[config.mk]
export PLATFORM = sky130hd
export DESIGN_NAME = line_encoder
export DESIGN_NICKNAME = d
export VERILOG_FILES = /design/src/rtl/ram8_pkg.sv /design/src/rtl/line_pick.sv /design/src/rtl/line_encoder.sv
export SDC_FILE = /design/constraint.sdc
export NUM_CORES = 1
export LEC_CHECK = 0
export BUFFER_PORTS_ARGS = -buffer_cell sky130_fd_sc_hd__buf_2
export CAP_MARGIN = 25
export CORE_MARGIN = 8
export CORE_UTILIZATION = 55
export CTS_BUF_LIST = sky130_fd_sc_hd__clkbuf_8
export CTS_CLUSTER_SIZE = 24
export DETAILED_ROUTE_END_ITERATION = 10
export GPL_TIMING_DRIVEN = 0
export PLACE_DENSITY = 0.79
export SLEW_MARGIN = 20
export SYNTH_ARGS = -nofsm -noshare
export SYNTH_HDL_FRONTEND = slang
export SYNTH_HIERARCHICAL = 1
export SYNTH_SLANG_ARGS = --single-unit
[constraint.sdc]
create_clock -name clk -period 8.02 [get_ports clk]
set_input_delay 1.203 -clock clk [delete_from_list [all_inputs] [get_ports clk]]
set_output_delay 1.203 -clock clk [all_outputs]
set_load 0.005 [all_outputs]
[src/rtl/ram8_pkg.sv]
// Package: ram8_pkg
// Definitions shared by the RAM row decoder side and the line encoder side.
//   LINES   - number of word lines (fixed at 8)
//   CODE_W  - width of an encoded line index (3)
//   state_t - offer FSM states: IDLE (nothing offered), OFFER (code on the bus)
//   idx2code - maps a line index to the decoder bit order: code[2]=k[0],
//              code[1]=k[1], code[0]=k[2]. The mapping is its own inverse.
package ram8_pkg;

  localparam int LINES  = 8;
  localparam int CODE_W = 3;

  typedef enum logic {
    IDLE  = 1'b0,
    OFFER = 1'b1
  } state_t;

  // The row decoder wires its address bits in reversed order, so the encoder
  // emits the line index bit-reversed.
  function automatic logic [CODE_W-1:0] idx2code(input logic [CODE_W-1:0] idx);
    return {idx[0], idx[1], idx[2]};
  endfunction

endpackage

[src/rtl/line_pick.sv]
// Module: line_pick
// Combinational rotate-priority picker over the 8 request lines.
// Ports:
//   cand    in  8  candidate lines (one bit per line)
//   ptr     in  3  round-robin start position
//   rr_mode in  1  1: search upward from ptr with wrap; 0: lowest index wins
//   found   out 1  at least one candidate bit is set
//   index   out 3  chosen line index (valid when found=1)
module line_pick
  import ram8_pkg::*;
(
  input  logic [LINES-1:0]  cand,
  input  logic [CODE_W-1:0] ptr,
  input  logic              rr_mode,
  output logic              found,
  output logic [CODE_W-1:0] index
);

  logic [CODE_W-1:0] base;
  logic [LINES-1:0]  rot;
  logic [CODE_W-1:0] offset;

  // Fixed-priority mode is just a rotation by zero.
  assign base = rr_mode ? ptr : '0;

  // Rotate the candidates so that position 0 of rot is the line at base; the
  // 3-bit index sum wraps 7->0 on its own.
  always_comb begin
    rot = '0;
    for (int i = 0; i < LINES; i++) begin
      rot[i] = cand[CODE_W'(i) + base];
    end
  end

  // Lowest set bit of the rotated vector wins; scanning downward lets the
  // lowest one overwrite any higher hit.
  always_comb begin
    found  = 1'b0;
    offset = '0;
    for (int i = LINES - 1; i >= 0; i--) begin
      if (rot[i]) begin
        found  = 1'b1;
        offset = CODE_W'(i);
      end
    end
  end

  // Undo the rotation to get back to the absolute line number.
  assign index = offset + base;

endmodule

[src/rtl/line_encoder.sv]
// Module: line_encoder
// Sequential 8-to-3 request encoder. Requests are collected into a sticky
// pending set, one line is picked (round-robin or fixed priority) and its
// bit-reversed code is offered on a valid/ready handshake.
// Parameters:
//   ROUND_ROBIN 1: rotating priority after last grant; 0: lowest index wins
// Ports:
//   clk     in   1  clock, all state on rising edge
//   rst_n   in   1  asynchronous reset, active low
//   req_i   in   8  per-line requests, OR'ed into the pending set every cycle
//   clr_i   in   1  synchronous clear of pending set and offer
//   code_o  out  3  offered line in decoder bit order
//   valid_o out  1  code_o holds an offered line
//   ready_i in   1  consumer accepts code_o when valid_o=1
//   pend_o  out  8  pending set register
//   ovf_o   out  1  one-cycle pulse: a request hit an already-pending line
module line_encoder
  import ram8_pkg::*;
#(
  parameter bit ROUND_ROBIN = 1'b1
) (
  input  logic              clk,
  input  logic              rst_n,
  input  logic [LINES-1:0]  req_i,
  input  logic              clr_i,
  output logic [CODE_W-1:0] code_o,
  output logic              valid_o,
  input  logic              ready_i,
  output logic [LINES-1:0]  pend_o,
  output logic              ovf_o
);

  state_t            state;
  logic [LINES-1:0]  pend;
  logic [CODE_W-1:0] sel_idx;
  logic [CODE_W-1:0] ptr;
  logic [LINES-1:0]  inflight;
  logic [LINES-1:0]  hs_mask;
  logic [LINES-1:0]  cand;
  logic              hs;
  logic              load;
  logic              pick_found;
  logic [CODE_W-1:0] pick_idx;

  // The offered line stays in pend until handshaked, so it is masked out of
  // selection while on the bus; that way a reload on handshake never re-picks it.
  assign inflight = (state == OFFER) ? ({{(LINES-1){1'b0}}, 1'b1} << sel_idx) : '0;
  assign hs       = (state == OFFER) && ready_i;
  assign hs_mask  = hs ? inflight : '0;
  assign cand     = pend & ~inflight;
  assign load     = (state == IDLE) || hs;
  assign pend_o   = pend;

  line_pick u_pick (
    .cand    (cand),
    .ptr     (ptr),
    .rr_mode (ROUND_ROBIN),
    .found   (pick_found),
    .index   (pick_idx)
  );

  // Pending set: retire the handshaked line, then merge new requests, so a
  // request for the line being accepted right now keeps it pending.
  always_ff @(posedge clk or negedge rst_n) begin
    if (!rst_n) begin
      pend <= '0;
    end else if (clr_i) begin
      pend <= '0;
    end else begin
      pend <= (pend & ~hs_mask) | req_i;
    end
  end

  // Overflow pulse: a request landed on a line that was already pending and
  // is not being retired this cycle. A clear discards the requests, so nothing
  // merges and no pulse is raised.
  always_ff @(posedge clk or negedge rst_n) begin
    if (!rst_n) begin
      ovf_o <= 1'b0;
    end else begin
      ovf_o <= !clr_i && (|(req_i & pend & ~hs_mask));
    end
  end

  // Offer FSM with registered outputs. A new line is loaded whenever the bus
  // is free (IDLE) or is being freed by a handshake; with nothing to offer we
  // fall back to IDLE. The round-robin pointer moves past each loaded line,
  // and a clear leaves it where it is.
  always_ff @(posedge clk or negedge rst_n) begin
    if (!rst_n) begin
      state   <= IDLE;
      valid_o <= 1'b0;
      code_o  <= '0;
      sel_idx <= '0;
      ptr     <= '0;
    end else if (clr_i) begin
      state   <= IDLE;
      valid_o <= 1'b0;
    end else if (load) begin
      if (pick_found) begin
        state   <= OFFER;
        valid_o <= 1'b1;
        sel_idx <= pick_idx;
        code_o  <= idx2code(pick_idx);
        ptr     <= pick_idx + CODE_W'(1);
      end else begin
        state   <= IDLE;
        valid_o <= 1'b0;
      end
    end
  end

endmodule
==> results of run 1 <==
==> kinds of logic (layout without fill, tap and decap cells) <==
family | after synthesis | in the layout | synth area share (%)
xor+xnor | 6 | 6 | 3.857
fa+ha+maj | 4 | 4 | 4.224
mux | 22 | 22 | 24.15
simple gates | 53 | 53 | 22.41
other cells | 1 | 1 | 0.2752
compound gates | 24 | 24 | 11.76
buf+inv | 11 | 39 | 3.948
flops | 16 | 16 | 29.38
==> cell type report <==
| type | instances | share of cell area (%) |
|---|---|---|
| tap | 30 | 2.383 |
| sequential | 16 | 25.42 |
| multi-input combinational | 110 | 57.66 |
| inverter | 7 | 1.668 |
| clock buffer | 4 | 3.495 |
| timing repair buffer | 24 | 7.625 |
| buffer | 4 | 1.747 |
==> power by group through the flow <==
stage               registers, W  logic, W  clock network (W)
finish                  0.000130  0.000367          0.0000703
global route            0.000133  0.000406          0.0000744
CTS                     0.000129  0.000368          0.0000711
detailed placement      0.000131  0.000368                  0
global placement        0.000129  0.000351                  0
floorplan               0.000127  0.000290                  0
==> sequential cells by signal, indices dropped and copies added (netlist names) <==
register,flops
pend_o,8
ovf_o,1
ptr,3
valid_o,1
code_o,2
sel_idx,1
==> layout by cell type (no fill, tap or decap), drive strengths merged, types with 4 or more instances in the layout <==
cell	n
nor2	13
inv	7
a31oi	5
a21oi	10
clkbuf	5
a21boi	4
buf	27
mux4	8
nand3	6
mux2i	10
nand2	18
mux2	4
dfrtp	16
==> metal layers <==
metal | up-vias | GRT usage (%) | wire length, um
met2 | 45 | 26.80 | 1563
met3 | 2 | 2.373 | 139
met5 | - | 0 | 0
li1 | 553 | - | -
met4 | 0 | 3.542 | 16
met1 | 559 | 17.44 | 1279
==> metrics by stage <==
| stage | instances | worst slack, ps | power [W] | instance area, sq um | util [%] |
|---|---|---|---|---|---|
| 6_report | 195 | 4483 | 0.0005667 | 1575 | 65.37 |
| 5_1_grt | 195 | 4242 | 0.0006131 | 1575 | 65.37 |
| 3_5_place_dp | 191 | 4498 | 0.0004984 | 1520 | 63.08 |
| 4_1_cts | 195 | 4486 | 0.0005689 | 1575 | 65.37 |
| 3_3_place_gp | 191 | 4601 | 0.0004795 | 1520 | 63.08 |
| 2_1_floorplan | 137 | 4788 | 0.0004172 | 1363 | - |
==> critical path, delay by kind of cell (launching register included) <==
kind / cells / cell delay (ps)
flops: 1 / 460
simple gates: 2 / 320
xor+xnor: 1 / 260
compound gates: 2 / 260
buf+inv: 2 / 110
fa+ha+maj: 4 / 1170
mux: 2 / 850
==> how the worst max path moves through the flow <==
stage / from / endpoint / cells past startpoint / slack, ps
floorplan: ptr[1]$_DFFE_PN0P_ / ptr[1]$_DFFE_PN0P_ / 13 / 4790
global placement: ptr[1]$_DFFE_PN0P_ / ptr[1]$_DFFE_PN0P_ / 13 / 4600
detailed placement: ptr[1]$_DFFE_PN0P_ / ptr[1]$_DFFE_PN0P_ / 13 / 4500
CTS: ptr[1]$_DFFE_PN0P_ / ptr[1]$_DFFE_PN0P_ / 13 / 4490
global route: ptr[1]$_DFFE_PN0P_ / ptr[2]$_DFFE_PN0P_ / 14 / 4240
finish: ptr[1]$_DFFE_PN0P_ / ptr[1]$_DFFE_PN0P_ / 13 / 4480
==> results.yml, run 1 <==
place:
  port_buffers: 24
  hpwl_um: 2407
  routabilityCongestion: 0.8884
clock_tree:
  cts_sinks: 16
  path_clk_slew_ps: 60
  clock_latency_ps: 240
  ctsHoldBuffers: 0
  cts_setup_buffers: 0
  cts.root.buffer_cell: "clkbuf_8"
  cts_resized: 0
  cts_max_path_buffers: 2
  cts_tree: "yes"
  numCtsBuffers: 3
  cts_max_level: 1
global_routing:
  globalRouteOverflowTotal: 0
  grt_pass1_vias: 1148
  antenna_found_initial: 0
  grt_max_degree: 17
  grtUsageTotal_pct: 14.72
  grt_pass1_wl_um: 5112
pwr:
  pwr-share-seq_pct: 22.9
  p_int_w: 0.0003287
  peakVddDrop_mv: 0.3316
  pwr-share-comb_pct: 64.7
  p_clk_share_pct: 12.4
  cellPowerDensity_nw_per_um2: 359.7
  p_switching_w: 0.0002380
  power.share.switching_pct: 42.00
  static-leakage-power_nw: 0.7432
critical_path:
  max_stage_delay_ps: 580
  ff2ff_setup_slack_ps: 4480
  crit_top_cell: "ha_1"
  required_ps: 8150
  critPathLaunchType: "flop"
  path_class: "reg -> reg"
  cp_cell_sequence: "nand2_1, ha_1, xor2_1, mux4_2, nor2b_1, o211ai_1, a21boi_1, ha_1, inv_1, fa_1, inv_1, ha_1, mux2_2"
  worst_setup_path_end_kind: "flop"
  worstPathArrival_ps: 3670
  reg2reg_to: "ptr[1]$_DFFE_PN0P_"
  slowest_stage: "mux4_2"
  r2r_cells: 13
  timing.rr.start: "ptr[1]$_DFFE_PN0P_"
  cp_max_fo: 6
logic_synthesis:
  syn-instance-count: 137
  post_synth_num_cell_types: 42
  synthTopCellsByArea: "dfrtp_1 29%, mux4_2 12%, mux2i_1 7.3%, nand2_1 4.4%, a21oi_1 3.7%"
  synth_seq_cells: 16
  async_flop_share_pct: 100.0
  syn_area_sq_um: 1363
  yosysTopAreaCell: "dfrtp_1"
  avgSynthCellArea_sq_um: 9.946
  synth_edf_count: 0
  synth_top_area_share_pct: 29.38
  synthTopCellsByCount: "16 x dfrtp_1, 16 x nand2_1, 13 x nor2_1"
  synthesis.nets: 153
  yosysWarningCount: 6
  synth-main-ff-cell: "dfrtp_1"
  seq_area_frac_synth_pct: 29.38
hold_path:
  worst_hold_path_type: "reg -> reg"
  worstHoldPathCells: 2
  hold_start: "pend_o[4]$_DFF_PN0_"
  hold_end: "pend_o[4]$_DFF_PN0_"
finish:
  multiInputGateArea_sq_um: 908.4
  fill_cells: 193
  diodes: 0
  areaGrowthSynthToFinish_pct: 15.61
  drive_above_1_share_pct: 31.52
  nets: 182
  register_area_sq_um: 400.4
timing:
  clock.fmax_ghz: 0.2827
  final_hold_viol_count: 0
  clock-skew-final_ps: 2.503
  fin_hold_ws_ps: 559.3
  tns_ps: 0
  final-setup-viol-count: 0
  grt_setup_unrepaired: "false"
  drv_slew: 0
  timing.final.crit_share_pct: 44.11
  layout_min_cycle_time_ps: 3537
routing:
  drt_iter0_drc: 47
  via_per_inst: 5.944
  wl_per_cell_um: 15.37
  drc: 0
  ant_nets: 0
  finalWirelength_um: 2998
  drtPass1Iterations: 4
  vias: 1159
die:
  rows: 18
  fp.dieH_um: 65.78
  core_sq_um: 2410
  die-area_sq_um: 4326
  die_w_um: 65.78
  start_util_pct: 56.54
  io-pin-count: 25
flow_run:
  drv_cap: 0
status:
  status: "finished clean"
Note: power is estimated with default switching activity, not from simulation.
==> run 2, diff against run 1 <==
--- a/config.mk
+++ b/config.mk
@@ -5,15 +5,16 @@
 export SDC_FILE = /design/constraint.sdc
 export NUM_CORES = 1
 export LEC_CHECK = 0
+export ABC_AREA = 1
 export BUFFER_PORTS_ARGS = -buffer_cell sky130_fd_sc_hd__buf_2
 export CAP_MARGIN = 25
 export CORE_MARGIN = 8
-export CORE_UTILIZATION = 55
+export CORE_UTILIZATION = 53
 export CTS_BUF_LIST = sky130_fd_sc_hd__clkbuf_8
 export CTS_CLUSTER_SIZE = 24
 export DETAILED_ROUTE_END_ITERATION = 10
 export GPL_TIMING_DRIVEN = 0
-export PLACE_DENSITY = 0.79
+export PLACE_DENSITY = 0.78
 export SLEW_MARGIN = 20
 export SYNTH_ARGS = -nofsm -noshare
 export SYNTH_HDL_FRONTEND = slang
==> constraint.sdc (replaced) <==
create_clock -name clk -period 3.25 [get_ports clk]
set_input_delay 0.4875 -clock clk [delete_from_list [all_inputs] [get_ports clk]]
set_output_delay 0.4875 -clock clk [all_outputs]
set_load 0.005 [all_outputs]
==> run 2 against run 1 <==
  * Die area rose by 16%
  * Cell area up 20%
  * Final cell count increased by 63%
  * Sequential share of layout area fell by 3.9 points
  * Flip-flop and latch count is the same
  * Highest routed layer unchanged
  * Worst hold slack lost 420 ps
  * Power rose to 2.7 times the previous value
  * Core utilization fell by 1.5 points
==> results.yml, run 2 <==
status:
  status: "finished clean"
finish:
  diodes: 0
  stdcell_count: 317
  register_area_sq_um: 406.6
  final_common_cell: "nand2_1"
  multiInputGateArea_sq_um: 1070
  final_cell_mix: "81 x nand2_1, 33 x inv_1, 23 x buf_2"
  areaGrowthSynthToFinish_pct: 18.37
  largest_reg_flops: 8
  drive_above_1_share_pct: 28.87
  fill_cells: 276
  nets: 301
global_routing:
  grt_pass1_vias: 1531
  globalRouteOverflowTotal: 0
  grtUsageMet2_pct: 26.67
  met3_usage_pct: 2.966
  grt_max_degree: 17
  grt_pass1_wl_um: 6527
  busiest_layer: "met2"
  grt_use_met1_pct: 18.70
  antenna_found_initial: 0
  grtUsageTotal_pct: 15.38
critical_path:
  reg2reg_to: "ptr[2]$_DFFE_PN0P_"
  crit_top_cell: "nand2_1"
  cp_cell_sequence: "nand2_4, buf_6, ha_2, xor2_2, nand3_1, nand2_2, nand2_1, nand2_1, nand2_1, nand2_1, nand2_1, a21oi_2, ha_2, inv_1, fa_1, xnor2_1, nand3b_1, nand2_1, inv_2, xnor2_2, o21ai_0"
  max_stage_delay_ps: 460
  crit_family: "adder cells"
  endpoint: "ptr[2]$_DFFE_PN0P_"
  crit_start: "ptr[0]$_DFFE_PN0P_"
  critPathLaunchType: "flop"
  required_ps: 3420
  ff2ff_setup_slack_ps: 140
  worst_setup_path_end_kind: "flop"
  r2r_cells: 21
  cp_num_buf_inv: 3
  timing.rr.start: "ptr[0]$_DFFE_PN0P_"
  slowest_stage: "dfrtp_2"
  critical_path_cell_count: 21
  worstPathArrival_ps: 3280
  path_class: "reg -> reg"
  cp_max_fo: 10
logic_synthesis:
  synthTopCellsByArea: "dfrtp_1 25%, nand2_1 20%, inv_1 8.9%, nand3_1 5.7%, nor2_1 5.7%"
  yosysMostFrequentCell: "nand2_1"
  yosysTopAreaCell: "dfrtp_1"
  synthesis.nets: 271
  post_synth_num_cell_types: 30
  avgSynthCellArea_sq_um: 6.251
  syn_area_sq_um: 1594
  synth_edf_count: 0
  synth_seq_cells: 16
  synth-main-ff-cell: "dfrtp_1"
  seq_area_frac_synth_pct: 25.12
  synth_top_area_share_pct: 25.12
  syn-instance-count: 255
  yosysWarningCount: 6
  synthTopCellsByCount: "83 x nand2_1, 38 x inv_1, 24 x nor2_1"
  async_flop_share_pct: 100.0
die:
  start_util_pct: 53.98
  io-pin-count: 25
  die-area_sq_um: 5018
  die_w_um: 70.84
  rows: 20
  core_sq_um: 2953
  fp.dieH_um: 70.84
pwr:
  p_int_w: 0.0007591
  pwr-share-comb_pct: 66.4
  p_switching_w: 0.0007637
  pwr-share-seq_pct: 21.9
  power.share.switching_pct: 50.15
  static-leakage-power_nw: 1.046
  p_clk_share_pct: 11.7
  cellPowerDensity_nw_per_um2: 807.1
  peakVddDrop_mv: 0.3942
clock_tree:
  ctsHoldBuffers: 0
  cts.root.buffer_cell: "clkbuf_8"
  clock_latency_ps: 250
  cts_sinks: 16
  numCtsBuffers: 3
  cts_max_level: 1
  path_clk_slew_ps: 60
  cts_max_path_buffers: 2
  cts_tree: "yes"
routing:
  drc: 0
  finalWirelength_um: 3764
  ant_nets: 0
  drt_iter0_drc: 73
  wl_per_cell_um: 11.87
  vias: 1598
  drtPass1Iterations: 4
  via_per_inst: 5.041
place:
  hpwl_um: 2940
  port_buffers: 23
  dp.cells: 311
  routabilityCongestion: 0.8942
timing:
  final_hold_viol_count: 0
  drv_slew: 0
  layout_min_cycle_time_ps: 3113
  clock.fmax_ghz: 0.3213
  fin_hold_ws_ps: 142.4
  final-setup-viol-count: 0
  clock-skew-final_ps: 1.636
  timing.final.crit_share_pct: 95.77
flow_run:
  drv_cap: 0
hold_path:
  worst_hold_path_type: "in -> async"
==> run 2: cell types whose count changed in the layout (fill, tap and decap cells not counted), sizes merged, moves of 4 or more <==
| cell | previous run | this run |
|---|---|---|
| mux2i | 10 | 1 |
| mux2 | 4 | 0 |
| mux4 | 8 | 0 |
| nand2 | 18 | 96 |
| a31oi | 5 | 0 |
| nand3 | 6 | 19 |
| inv | 7 | 40 |
| nor2 | 13 | 28 |
| o21ai | 0 | 18 |
==> run 2: power groups by stage <==
stage	Sequential, W	Combinational, W	Clock [W]
2_1_floorplan	0.000310	0.000716	0
3_3_place_gp	0.000321	0.000874	0
3_5_place_dp	0.000324	0.000887	0
4_1_cts	0.000322	0.000894	0.000179
5_1_grt	0.000342	0.00115	0.000189
6_report	0.000334	0.00101	0.000178
==> run 2: worst min-delay path by stage <==
stage / start / end / slack [ps]
2_1_floorplan: rst_n / code_o[0]$_DFFE_PN0P_ / 190
3_3_place_gp: rst_n / pend_o[4]$_DFF_PN0_ / 420
3_5_place_dp: rst_n / pend_o[4]$_DFF_PN0_ / 420
4_1_cts: rst_n / pend_o[4]$_DFF_PN0_ / 160
5_1_grt: rst_n / pend_o[6]$_DFF_PN0_ / 170
6_report: rst_n / pend_o[4]$_DFF_PN0_ / 140
==> run 2: per-stage QoR <==
stage	util [%]	TNS [ps]	cell area, sq um	power [W]	setup WS, ps
CTS	61.19	0	1807	0.001394	26.84
detailed placement	59.28	-5.049	1750	0.001211	-5.049
global route	63.90	-52.77	1887	0.001678	-52.77
finish	63.90	0	1887	0.001523	137.5
global placement	59.28	0	1750	0.001195	38.54
floorplan	-	0	1594	0.001026	332.7
==> run 2: timing repair <==
item / in CTS / in global routing
resized for setup: 1 / 31
pin swaps: 0 / 5
buffers inserted: 0 / 2
endpoints found under the setup margin: 1 / 4
==> run 2: cells by family (layout without fill, tap and decap cells) <==
group	count (synthesis)	in the layout	synth area share, %
mux	1	1	0.6280
xor+xnor	6	6	3.297
flops	16	16	25.12
simple gates	144	144	40.82
buf+inv	44	73	11.54
fa+ha+maj	4	4	3.611
other cells	1	1	0.2353
compound gates	39	39	14.76
==> run 2: final cells by class <==
class	count	area share (%)
Buffer	4	1.790
Clock buffer	4	2.918
Inverter	40	7.958
Multi-Input combinational cell	195	56.70
Sequential cell	16	21.55
Tap cell	33	2.188
Timing Repair Buffer	25	6.897
==> run 2: layer usage <==
metal,vias up,routed length (um)
li1,842,-
met1,720,1757
met2,28,1846
met3,8,95
met4,0,64
met5,-,0
==> run 3, diff against run 2 <==
--- a/config.mk
+++ b/config.mk
@@ -13,8 +13,10 @@
 export CTS_BUF_LIST = sky130_fd_sc_hd__clkbuf_8
 export CTS_CLUSTER_SIZE = 24
 export DETAILED_ROUTE_END_ITERATION = 10
+export GPL_ROUTABILITY_DRIVEN = 1
 export GPL_TIMING_DRIVEN = 0
 export PLACE_DENSITY = 0.78
+export RECOVER_POWER = 100
 export SLEW_MARGIN = 20
 export SYNTH_ARGS = -nofsm -noshare
 export SYNTH_HDL_FRONTEND = slang
==> run 3 against run 2 <==
  * Clock skew barely moved
  * Sequential power barely moved
  * Non-clock buffer count did not move
  * Worst hold slack improved by 190 ps
  * Via count rose by 0.19%
  * Cell area fell by 0.46%
  * Flip-flop and latch count did not move
  * Routed wire length fell by 0.45%
  * Largest power group unchanged
==> results.yml, run 3 (synthesis gave the netlist of run 2 again) <==
global_routing:
  grtUsageMet2_pct: 26.67
  globalRouteOverflowTotal: 0
  grt_max_degree: 17
  grtUsageTotal_pct: 15.38
  met3_usage_pct: 2.966
  grt_pass1_vias: 1531
  busiest_layer: "met2"
  grt_use_met1_pct: 18.70
  antenna_found_initial: 0
  grt_pass1_wl_um: 6527
place:
  routabilityCongestion: 0.8942
  hpwl_um: 2940
  port_buffers: 23
  dp.cells: 311
routing:
  ant_nets: 0
  drc: 0
  vias: 1601
  finalWirelength_um: 3747
  drtPass1Iterations: 6
  drt_iter0_drc: 74
  via_per_inst: 5.050
  wl_per_cell_um: 11.82
timing:
  drv_slew: 0
  tns_ps: 0
  timing.final.crit_share_pct: 95.72
  layout_min_cycle_time_ps: 3111
  clock.fmax_ghz: 0.3215
  clock-skew-final_ps: 1.649
  maxSlewHeadroom_pct: 41.29
  final_hold_viol_count: 0
  fin_hold_ws_ps: 328.6
  final-setup-viol-count: 0
  worstMarginPinSlew_ps: 880.6
critical_path:
  crit_family: "adder cells"
  crit_top_cell: "nand2_1"
  critPathLaunchType: "flop"
  path_class: "reg -> reg"
  cp_num_buf_inv: 3
  crit_start: "ptr[0]$_DFFE_PN0P_"
  cp_max_fo: 10
  required_ps: 3420
  cp_cell_sequence: "nand2_4, buf_6, ha_2, xor2_2, nand3_1, nand2_2, nand2_1, nand2_1, nand2_1, nand2_1, nand2_1, a21oi_2, ha_2, inv_1, fa_1, xnor2_1, nand3b_1, nand2_1, inv_2, xnor2_2, o21ai_0"
  max_stage_delay_ps: 450
  ff2ff_setup_slack_ps: 140
  worst_setup_path_end_kind: "flop"
  worstPathArrival_ps: 3280
  timing.rr.start: "ptr[0]$_DFFE_PN0P_"
  r2r_cells: 21
  reg2reg_to: "ptr[2]$_DFFE_PN0P_"
  endpoint: "ptr[2]$_DFFE_PN0P_"
  slowest_stage: "dfrtp_2"
  critical_path_cell_count: 21
pwr:
  p_clk_share_pct: 11.7
  power.share.switching_pct: 50.30
  cellPowerDensity_nw_per_um2: 808.8
  static-leakage-power_nw: 1.023
  peakVddDrop_mv: 0.3927
  power_w: 0.001519
  p_switching_w: 0.0007640
  pwr-share-comb_pct: 66.3
  p_int_w: 0.0007549
  pwr-share-seq_pct: 22.0
flow_run:
  drv_cap: 0
finish:
  drive_above_1_share_pct: 26.41
  stdcell_count: 317
  areaGrowthSynthToFinish_pct: 17.82
  multiInputGateArea_sq_um: 1070
  largest_reg_flops: 8
  post-route-util_pct: 63.60
  register_area_sq_um: 406.6
  final_common_cell: "nand2_1"
  nets: 301
  diodes: 0
  final_cell_mix: "81 x nand2_1, 33 x inv_1, 21 x nor2_1"
  fill_cells: 279
die:
  die-area_sq_um: 5018
  start_util_pct: 53.98
  io-pin-count: 25
  fp.dieH_um: 70.84
  core_sq_um: 2953
  rows: 20
  die_w_um: 70.84
clock_tree:
  cts_tree: "yes"
  cts_max_level: 1
  numCtsBuffers: 3
  cts_sinks: 16
  path_clk_slew_ps: 60
  clock_latency_ps: 250
  cts.root.buffer_cell: "clkbuf_8"
  ctsHoldBuffers: 0
  cts_max_path_buffers: 2
status:
  status: "finished clean"
hold_path:
  worst_hold_path_type: "in -> async"
-- run 3: final cells by class --
class                           instances  area share [%]
Multi-Input combinational cell        195           56.96
Sequential cell                        16           21.65
Inverter                               40           7.995
Timing Repair Buffer                   25           6.462
Clock buffer                            4           2.931
Tap cell                               33           2.199
Buffer                                  4           1.799
-- run 3: routing by layer --
layer / share of wire [%] / vias to the layer above
met1: 47 / 721
met2: 49 / 29
met5: 0 / -
li1: - / 843
met3: 2.7 / 8
met4: 1.7 / 0
-- run 3: power by group through the flow --
stage	registers [W]	clock network (W)	logic, W
finish	0.000335	0.000177	0.00101
global placement	0.000321	0	0.000874
floorplan	0.000310	0	0.000716
global route	0.000342	0.000189	0.00114
detailed placement	0.000324	0	0.000887
CTS	0.000322	0.000179	0.000894
-- run 3: worst min-delay path by stage --
| stage | from | slack (ps) | endpoint | depth (start not counted) |
|---|---|---|---|---|
| final | rst_n | 330 | pend_o[5]$_DFF_PN0_ | 1 |
| after global routing | rst_n | 410 | pend_o[4]$_DFF_PN0_ | 1 |
| after CTS | rst_n | 160 | pend_o[4]$_DFF_PN0_ | 1 |
| after detailed placement | rst_n | 420 | pend_o[4]$_DFF_PN0_ | 1 |
| after global placement | rst_n | 420 | pend_o[4]$_DFF_PN0_ | 1 |
| after floorplan | rst_n | 190 | code_o[0]$_DFFE_PN0P_ | 0 |
-- run 3: what timing repair did --
item                       in CTS  in global routing
gates resized for setup         1                 31
setup endpoints to repair       1                  4
cloned                          0                  0
setup buffers                   0                  2
pin swaps                       0                  5
-- run 3: through the flow --
stage	setup WS [ps]	area (sq um)
floorplan	332.7	1594
global placement	38.54	1750
detailed placement	-5.049	1750
CTS	26.84	1807
global route	-52.77	1878
finish	139.3	1878
